--- src/rtl/distributor_pkg.sv ---
// distributor_pkg
//   Packet-format constants shared by the distributor, its output slot and
//   its bus interface: packet width, where the destination field sits in a
//   packet, and the width of the drop counter.
package distributor_pkg;

  localparam int PACKET_WIDTH       = 32;
  localparam int PKT_DEST_LSB       = 0;
  localparam int PKT_DEST_WIDTH     = 2;
  localparam int DEFAULT_CONNECT_NUM = 3;
  localparam int DROP_WIDTH         = 16;

endpackage

--- src/rtl/distributor_if.sv ---
// distributor_if
//   Bundles the distributor's input valid/ready channel, its CONNECT_NUM
//   output valid/ready channels and the drop counter.
//   master : traffic source / sink side (drives RECEIVE_*, SEND_READY)
//   slave  : distributor side (drives RECEIVE_READY, SEND_VALID/DATA, DROP_COUNT)
//   SEND_DATA is flattened; port i occupies [DATA_WIDTH*(i+1)-1 -: DATA_WIDTH].
interface distributor_if
  import distributor_pkg::*;
#(
  parameter int DATA_WIDTH  = PACKET_WIDTH,
  parameter int CONNECT_NUM = DEFAULT_CONNECT_NUM
);

  logic                              RECEIVE_VALID;
  logic                              RECEIVE_READY;
  logic [DATA_WIDTH-1:0]             RECEIVE_DATA;
  logic [CONNECT_NUM-1:0]            SEND_VALID;
  logic [CONNECT_NUM-1:0]            SEND_READY;
  logic [DATA_WIDTH*CONNECT_NUM-1:0] SEND_DATA;
  logic [DROP_WIDTH-1:0]             DROP_COUNT;

  modport master (
    output RECEIVE_VALID, RECEIVE_DATA, SEND_READY,
    input  RECEIVE_READY, SEND_VALID, SEND_DATA, DROP_COUNT
  );

  modport slave (
    input  RECEIVE_VALID, RECEIVE_DATA, SEND_READY,
    output RECEIVE_READY, SEND_VALID, SEND_DATA, DROP_COUNT
  );

endinterface

--- src/rtl/distributor_slot.sv ---
// distributor_slot
//   One-entry output buffer for a single distributor port.
//   CLK, RST   : clock, async active-high reset
//   LOAD       : capture LOAD_DATA and mark the slot full
//   LOAD_DATA  : packet to store
//   SEND_VALID : slot holds a packet
//   SEND_READY : consumer accepts the held packet this edge
//   SEND_DATA  : held packet, stable while SEND_VALID is high
module distributor_slot
  import distributor_pkg::*;
#(
  parameter int DATA_WIDTH = PACKET_WIDTH
) (
  input  logic                  CLK,
  input  logic                  RST,
  input  logic                  LOAD,
  input  logic [DATA_WIDTH-1:0] LOAD_DATA,
  output logic                  SEND_VALID,
  input  logic                  SEND_READY,
  output logic [DATA_WIDTH-1:0] SEND_DATA
);

  logic                  slot_valid;
  logic [DATA_WIDTH-1:0] slot_data;

  // LOAD is only ever raised for an empty slot, so load and drain never
  // collide on the same edge.
  always_ff @(posedge CLK or posedge RST) begin
    if (RST) begin
      slot_valid <= 1'b0;
      slot_data  <= '0;
    end else if (LOAD) begin
      slot_valid <= 1'b1;
      slot_data  <= LOAD_DATA;
    end else if (slot_valid && SEND_READY) begin
      slot_valid <= 1'b0;
    end
  end

  assign SEND_VALID = slot_valid;
  assign SEND_DATA  = slot_data;

endmodule

--- src/rtl/distributor.sv ---
// distributor
//   Steers packets from one valid/ready input to one of CONNECT_NUM
//   valid/ready outputs, chosen by the destination field inside the packet.
//   Each output owns a one-entry slot so a stalled consumer only blocks
//   packets headed for that same output. Packets whose destination is out
//   of range are discarded and counted in a saturating DROP_COUNT.
//   CLK : clock
//   RST : async active-high reset
//   bus : distributor_if.slave (RECEIVE_*, SEND_*, DROP_COUNT)
module distributor
  import distributor_pkg::*;
#(
  parameter int DATA_WIDTH  = PACKET_WIDTH,
  parameter int CONNECT_NUM = DEFAULT_CONNECT_NUM,
  parameter int DEST_LSB    = PKT_DEST_LSB,
  parameter int DEST_WIDTH  = PKT_DEST_WIDTH
) (
  input logic        CLK,
  input logic        RST,
  distributor_if.slave bus
);

  logic                              in_valid;
  logic [DATA_WIDTH-1:0]             in_data;
  logic [DEST_WIDTH-1:0]             dest;
  logic                              bad;
  logic                              slot_busy;
  logic                              in_move;
  logic                              rx_ready;
  logic [CONNECT_NUM-1:0]            slot_valid;
  logic [CONNECT_NUM-1:0]            load;
  logic [DATA_WIDTH-1:0]             slot_data [CONNECT_NUM];
  logic [DATA_WIDTH*CONNECT_NUM-1:0] send_flat;
  logic [DROP_WIDTH-1:0]             drop_count;

  assign dest = in_data[DEST_LSB +: DEST_WIDTH];
  // One extra bit so CONNECT_NUM == 2**DEST_WIDTH still compares correctly.
  assign bad  = ({1'b0, dest} >= (DEST_WIDTH + 1)'(CONNECT_NUM));

  always_comb begin
    slot_busy = 1'b0;
    for (int i = 0; i < CONNECT_NUM; i++) begin
      if (dest == DEST_WIDTH'(i)) slot_busy = slot_valid[i];
    end
  end

  // Held packet leaves the input register either into its (empty) slot or
  // into the bin when the destination is out of range.
  assign in_move = in_valid && (bad || !slot_busy);

  // Depends only on registered state (and reset), never on SEND_READY or
  // RECEIVE_DATA.
  assign rx_ready = !RST && (!in_valid || in_move);

  always_comb begin
    load = '0;
    for (int i = 0; i < CONNECT_NUM; i++) begin
      load[i] = in_move && !bad && (dest == DEST_WIDTH'(i));
    end
  end

  always_ff @(posedge CLK or posedge RST) begin
    if (RST) begin
      in_valid <= 1'b0;
      in_data  <= '0;
    end else if (bus.RECEIVE_VALID && rx_ready) begin
      in_valid <= 1'b1;
      in_data  <= bus.RECEIVE_DATA;
    end else if (in_move) begin
      in_valid <= 1'b0;
    end
  end

  always_ff @(posedge CLK or posedge RST) begin
    if (RST) begin
      drop_count <= '0;
    end else if (in_move && bad && (drop_count != {DROP_WIDTH{1'b1}})) begin
      drop_count <= drop_count + 1'b1;
    end
  end

  for (genvar g = 0; g < CONNECT_NUM; g++) begin : g_slot
    distributor_slot #(
      .DATA_WIDTH (DATA_WIDTH)
    ) u_slot (
      .CLK        (CLK),
      .RST        (RST),
      .LOAD       (load[g]),
      .LOAD_DATA  (in_data),
      .SEND_VALID (slot_valid[g]),
      .SEND_READY (bus.SEND_READY[g]),
      .SEND_DATA  (slot_data[g])
    );
  end

  always_comb begin
    send_flat = '0;
    for (int i = 0; i < CONNECT_NUM; i++) begin
      send_flat[DATA_WIDTH*i +: DATA_WIDTH] = slot_data[i];
    end
  end

  assign bus.RECEIVE_READY = rx_ready;
  assign bus.SEND_VALID    = slot_valid;
  assign bus.SEND_DATA     = send_flat;
  assign bus.DROP_COUNT    = drop_count;

endmodule

--- src/flat_wrapper.sv ---
// flat-port wrapper written by rule: the top's interface ports become plain ports
module distributor_flat import distributor_pkg::*;
#(
  parameter int DATA_WIDTH  = PACKET_WIDTH,
  parameter int CONNECT_NUM = DEFAULT_CONNECT_NUM,
  parameter int DEST_LSB    = PKT_DEST_LSB,
  parameter int DEST_WIDTH  = PKT_DEST_WIDTH
)
  (CLK, RST, bus_RECEIVE_VALID, bus_RECEIVE_DATA, bus_SEND_READY, bus_RECEIVE_READY, bus_SEND_VALID, bus_SEND_DATA, bus_DROP_COUNT);
  distributor_if #(.DATA_WIDTH(DATA_WIDTH), .CONNECT_NUM(CONNECT_NUM)) bus_i ();
  input logic CLK;
  input logic RST;
  input wire logic [$bits(bus_i.RECEIVE_VALID)-1:0] bus_RECEIVE_VALID;
  input wire logic [$bits(bus_i.RECEIVE_DATA)-1:0] bus_RECEIVE_DATA;
  input wire logic [$bits(bus_i.SEND_READY)-1:0] bus_SEND_READY;
  output wire logic [$bits(bus_i.RECEIVE_READY)-1:0] bus_RECEIVE_READY;
  output wire logic [$bits(bus_i.SEND_VALID)-1:0] bus_SEND_VALID;
  output wire logic [$bits(bus_i.SEND_DATA)-1:0] bus_SEND_DATA;
  output wire logic [$bits(bus_i.DROP_COUNT)-1:0] bus_DROP_COUNT;
  assign bus_i.RECEIVE_VALID = bus_RECEIVE_VALID;
  assign bus_i.RECEIVE_DATA = bus_RECEIVE_DATA;
  assign bus_i.SEND_READY = bus_SEND_READY;
  assign bus_RECEIVE_READY = bus_i.RECEIVE_READY;
  assign bus_SEND_VALID = bus_i.SEND_VALID;
  assign bus_SEND_DATA = bus_i.SEND_DATA;
  assign bus_DROP_COUNT = bus_i.DROP_COUNT;
  distributor #(.DATA_WIDTH(DATA_WIDTH), .CONNECT_NUM(CONNECT_NUM), .DEST_LSB(DEST_LSB), .DEST_WIDTH(DEST_WIDTH)) u_core (.CLK(CLK), .RST(RST), .bus(bus_i));
endmodule
--- config.mk ---
export PLATFORM = sky130hd
export DESIGN_NAME = distributor_flat
export DESIGN_NICKNAME = d
export VERILOG_FILES = /design/src/rtl/distributor_pkg.sv /design/src/rtl/distributor_if.sv /design/src/rtl/distributor_slot.sv /design/src/rtl/distributor.sv /design/src/flat_wrapper.sv
export SDC_FILE = /design/constraint.sdc
export NUM_CORES = 1
export LEC_CHECK = 0
export CAP_MARGIN = 20
export CORE_MARGIN = 5
export CORE_UTILIZATION = 44
export DETAILED_ROUTE_END_ITERATION = 12
export GPL_TIMING_DRIVEN = 0
export PLACE_DENSITY = 0.74
export SLEW_MARGIN = 30
export SYNTH_ARGS = -nofsm -noshare
export SYNTH_HDL_FRONTEND = slang
export SYNTH_SLANG_ARGS = --single-unit
--- constraint.sdc ---
create_clock -name CLK -period 4 [get_ports CLK]
set_input_delay 0.4 -clock CLK [delete_from_list [all_inputs] [get_ports CLK]]
set_output_delay 0.4 -clock CLK [all_outputs]
set_load 0.005 [all_outputs]
# Word level (Yosys, flattened, before mapping)
# Index checks and enable logic that the tools add are counted.
# word_totals
register_bits	148
output_inout_bits	116
wordCells	48
# classes
n_addsub	1
order_cmp	1
n_eq_ne	3
n_mux	11
reduce_logical	23
# op_table
cell	n
$add 16x1->16 const B	1
$ne 16x16->1 const B	1
$logic_and 1x1->1	12
$mux 1	11
$reduce_bool 2->1	4
$logic_not 1->1	4
$eq 2x1->1 const B	1
$eq 2x2->1 const B	1
$ge 2x2->1 const B	1
$logic_not 2->1	1
$logic_or 1x1->1	2

# Longest topological paths before layout
# logic_depth
depth_word	11
mapped_depth	6
mapped_depth_nobuf	5

# By module
# A second synthesis with hierarchy kept.
# hier_totals
cells_unflattened	374
hier_area_um2	6383.6
# by_module_without_submodules
module	n_inst	cells_each	area_each_um2	seq_area_each_um2
distributor_slot	3	72	1381.3	825.8
distributor	1	158	2239.6	1226.2

# Worst setup path before layout
# No wires, ideal clock.
# synth_path
kind	reg-to-reg
start	reg u_core.drop_count[4], in the netlist u_core.bus.DROP_COUNT[4]
end	reg u_core.drop_count[15], in the netlist u_core.bus.DROP_COUNT[15]
setup_time_ps	127
t_arrival_ps	1602
required_time_ps	3873
slack_ps	2270
stages_incl_launch_ff	5
n_path_buf	0
period_less_slack_ps	1730
path_cell_list	dfrtp_1 -> nand4_1 -> or4b_4 -> nor2_2 -> mux2_1
# synth_via
elab_chain_cells	2
# synth_rtl
element	line_no	text
from (decl)	distributor.sv:34	logic [DROP_WIDTH-1:0] drop_count;
from (signal assigned)	distributor.sv:78	drop_count <= drop_count + 1'b1;
branches (longest 2 deep; another with $add 16x1->16)	-	
# Parallel ways; which one is timed is not known.
# A chain may end at the register's enable or synchronous reset.

# Final worst setup path
# layout_path
start	reg u_core.in_data[1]
end	out bus_RECEIVE_READY
# layout_via
elab_chain_cells	9
# layout_rtl
element	line_no	text
from (decl)	distributor.sv:24	logic [DATA_WIDTH-1:0] in_data;
from (signal assigned)	distributor.sv:68	in_data <= bus.RECEIVE_DATA;
$logic_not 2->1	distributor.sv:43	if (dest == DEST_WIDTH'(i)) slot_busy = slot_valid[i];
$mux 1 (3 in series)	distributor.sv:43	
$logic_not 1->1	distributor.sv:49	assign in_move = in_valid && (bad || !slot_busy);
$logic_or 1x1->1 *	distributor.sv:49	
$logic_and 1x1->1 *	distributor.sv:49	
$logic_or 1x1->1 *	distributor.sv:53	assign rx_ready = !RST && (!in_valid || in_move);
$logic_and 1x1->1 *	distributor.sv:53	
to (decl)	flat_wrapper.sv:16	output wire logic [$bits(bus_i.RECEIVE_READY)-1:0] bus_RECEIVE_READY;
# Mark *: on every way between the ends. The rest lies on a longest branch, timed or not.

==> key figures <==
Clocking
  • CTS tree: done
  • Worst-Skew Late Latency: 0.41 ns
  • # clock sinks: 148
  • Clock Pin Slew Worst Setup and Hold Paths: 0.06 ns
  • CTS root buffer: clkbuf_16
  • Clock Tree Buf Depth: 2
  • H-tree levels: 4
  • # hold bufs at CTS: 0
  • Resized Gates After CTS: 0
  • Post-CTS Setup Inserts: 0
  • TritonCTS buffer count: 17

Floorplanning
  • Die W: ~120 um
  • Rows: 41
  • Die ar.: around 0.015 mm2
  • I/O pins: 154
  • Placeable Area: 0.0127 mm2
  • Chip Height: around 120 um
  • Initial Util: 0.453

Yosys
  • Synthesized area: 0.00576 mm2
  • Post-synth top area share: 0.643
  • Sequential area share after synthesis: 0.643
  • Syn Inst Count: 370
  • Area leader, netlist: dfrtp_1
  • Synth Net Count: 409
  • YS warnings: 0
  • Synth area leaders: dfrtp_1, mux2_2, xor2_1
  • Post-synth top cells: dfrtp_1, mux2_2, xor2_1, buf_2
  • Synth Register Bits: approximately 150
  • Yosys cell types: 33
  • Top-count cell post-synth: dfrtp_1
  • Synth Area per Inst: between 15 and 20 um2
  • Async SR Flop Fraction: 1.00
  • EDFF count, synth: 0
  • Top FF cell, synth: dfrtp_1

Setup path
  • Reg2reg setup slack: 2.03 ns
  • Cell repeated most along the worst path: a21oi_1
  • Critical path cell sequence: buf_4, mux2_2, nor2_1, a21oi_1, a21oi_1, clkdlybuf4s50_1
  • Setup crit start: u_core.in_data[1]
  • Required @ worst endpoint: 3.60 ns
  • CP endpoint kind: primary output
  • Crit path DAT: 2.07 ns
  • Max FO, Critical Path: 8
  • Worst Setup Path Type: reg2out
  • Max stage delay on crit path: between 0.5 and 0.6 ns
  • CP max stage cell: clkdlybuf4s50_1
  • Worst r2r src: u_core.in_data[0]
  • Startpoint Class: register

Route
  • Via/cell ratio: 4.93
  • Drt wl/cell: approximately 18 um
  • DR iter-0 viols: approximately 110
  • DRC violations left: 0
  • DRT Wirelength: 12800 um
  • ANT nets after route: 0
  • Via total after detailed routing: 3611
  • Total iterations of the first detailed-routing run: 4

STA
  • Fmax: 0.405 GHz
  • Final setup fails: 0
  • Pins Over Slew Limit: 0
  • RSZ-0062 raised after global routing: no
  • Final min period: 2.47 ns
  • Final period util: 0.617
  • Clock Skew: between 0.004 and 0.005 ns
  • Final hold vios: 0
  • Setup_tns: 0 ns
  • Worst slew pin tran: 0.578 ns
  • Relative slew slack: 0.614
  • PnR worst setup slack: 1.53 ns

Finish
  • Nets@finish: 586
  • Layout cells sized above 1: 0.336
  • Area Overhead vs Synth: 42.6%
  • Antenna diodes: 0

GRT
  • Vias in the first global route: roughly 4000
  • Initial antenna violation count: 0
  • GRT Resource Usage Total: 0.175
  • Global route overflow: 0
  • First-pass GRT wire length: 21500 um
  • Largest net degree at the start of global routing: 30

Placed design
  • Place WS: between 1.5 and 2 ns
  • GPL Wtd Cong: 0.766
  • Port bufs: approximately 150
  • Post-DP HPWL: between 9000 and 10000 um

Pwr
  • Pwr Density: between 700 and 800 mW/mm2
  • Pwr Total: 5.79 mW
  • Leak Pwr: 3.56 nW
  • Maximum VDD drop: roughly 410 uV

Run
  • Max-cap viol count: 0

Run status
  • Status: complete, no violations

Min path
  • Hold crit path type: in2async
-- registers in the layout, summed over array words and instances (netlist names) --
| name | flops |
|---|---|
| u_core.in_valid | 1 |
| u_core.bus.DROP_COUNT | 16 |
| u_core.g_slot.u_slot.SEND_VALID | 3 |
| u_core.in_data | 32 |
| u_core.g_slot.u_slot.SEND_DATA | 96 |
-- where the power goes --
part           leakage [nW]  internal [mW]  switching (mW)  total (mW)
logic                  1.49           1.30           0.543        1.84
registers              1.80           2.05           0.348        2.40
clock network         0.266          0.948           0.596        1.54
total                  3.56           4.30            1.49        5.79
-- cells in the final DEF, fill, tap and decap left out, types with 2 or more instances in the layout --
master,Yosys,routed
bufinv_16,0,2
clkbuf_16,0,17
nand2b_1,2,2
or2_2,3,3
buf_4,4,4
nand2_1,6,6
nand4_1,6,6
inv_1,4,3
nor2b_1,5,5
buf_6,3,3
xor2_1,10,10
nor3_1,4,4
clkdlybuf4s50_1,0,153
nor2_1,7,7
buf_16,0,2
clkinv_2,0,2
a21oi_1,2,2
buf_2,9,9
a21o_1,4,4
mux2_1,3,3
xnor2_1,3,3
and3_1,3,3
clkinvlp_4,0,8
nor3_2,3,3
nand3_1,7,7
dfrtp_1,148,148
mux2_2,122,122
buf_12,0,3
clkbuf_8,0,2
-- final cells by class --
cell class                      count  area [um2]
Clock buffer                       20         457
Sequential cell                   148        3700
Fill cell                         992        4510
Buffer                             16         109
Clock inverter                     12         131
Inverter                            5        22.5
Tap cell                          172         215
Multi-Input combinational cell    201        1930
Timing Repair Buffer              158        1650
-- cell families after synthesis --
| logic type | synth area share |
|---|---|
| muxes | 0.244 |
| xor gates and xnor gates | 0.0198 |
| and+or+nand+nor | 0.0571 |
| buffers and inverters | 0.0221 |
| DFF | 0.643 |
| AOI/OAI and AO/OA | 0.0117 |
| adders and majority gates | 0.00217 |
-- final timing paths --
check | endpoint | cells after the start
setup reg to reg | u_core.g_slot[2].u_slot.SEND_DATA[27] | 4
setup / recovery | bus_RECEIVE_READY | 6
hold / removal | u_core.g_slot[1].u_slot.SEND_DATA[3] | 2
max in group asynchronous | u_core.g_slot[2].u_slot.SEND_DATA[15] | 4
min in group CLK | u_core.g_slot[1].u_slot.SEND_DATA[0] | 1
hold reg to reg | u_core.g_slot[1].u_slot.SEND_DATA[0] | 1
-- worst max-delay path, delay by kind of cell (launching register included) --
kind / cells / cell delay, ns
AND/OR/NAND/NOR: 1 / 0.09
flip-flops: 1 / 0.32
AO/OA/AOI/OAI: 2 / 0.23
multiplexers: 1 / 0.36
buffers and inverters: 2 / 0.66
-- metal layers --
layer  routed length, um  GRT usage  up-vias
met3                 937     0.0712       22
li1                    -          -     1659
met2                6370      0.288      103
met4                 273     0.0664        0
met1                5270      0.205     1827
met5                   0          0        -
-- metrics by stage --
stage	cell area, um2	std cells	hold WS (ns)	utilization
after floorplan	5770	370	0.465	-
after global placement	7510	695	0.454	0.590
after detailed placement	7630	700	0.458	0.600
after CTS	8220	732	0.461	0.646
after global routing	8220	732	0.507	0.646
final	8220	732	0.463	0.646
Power figures use the tool's default switching activity.
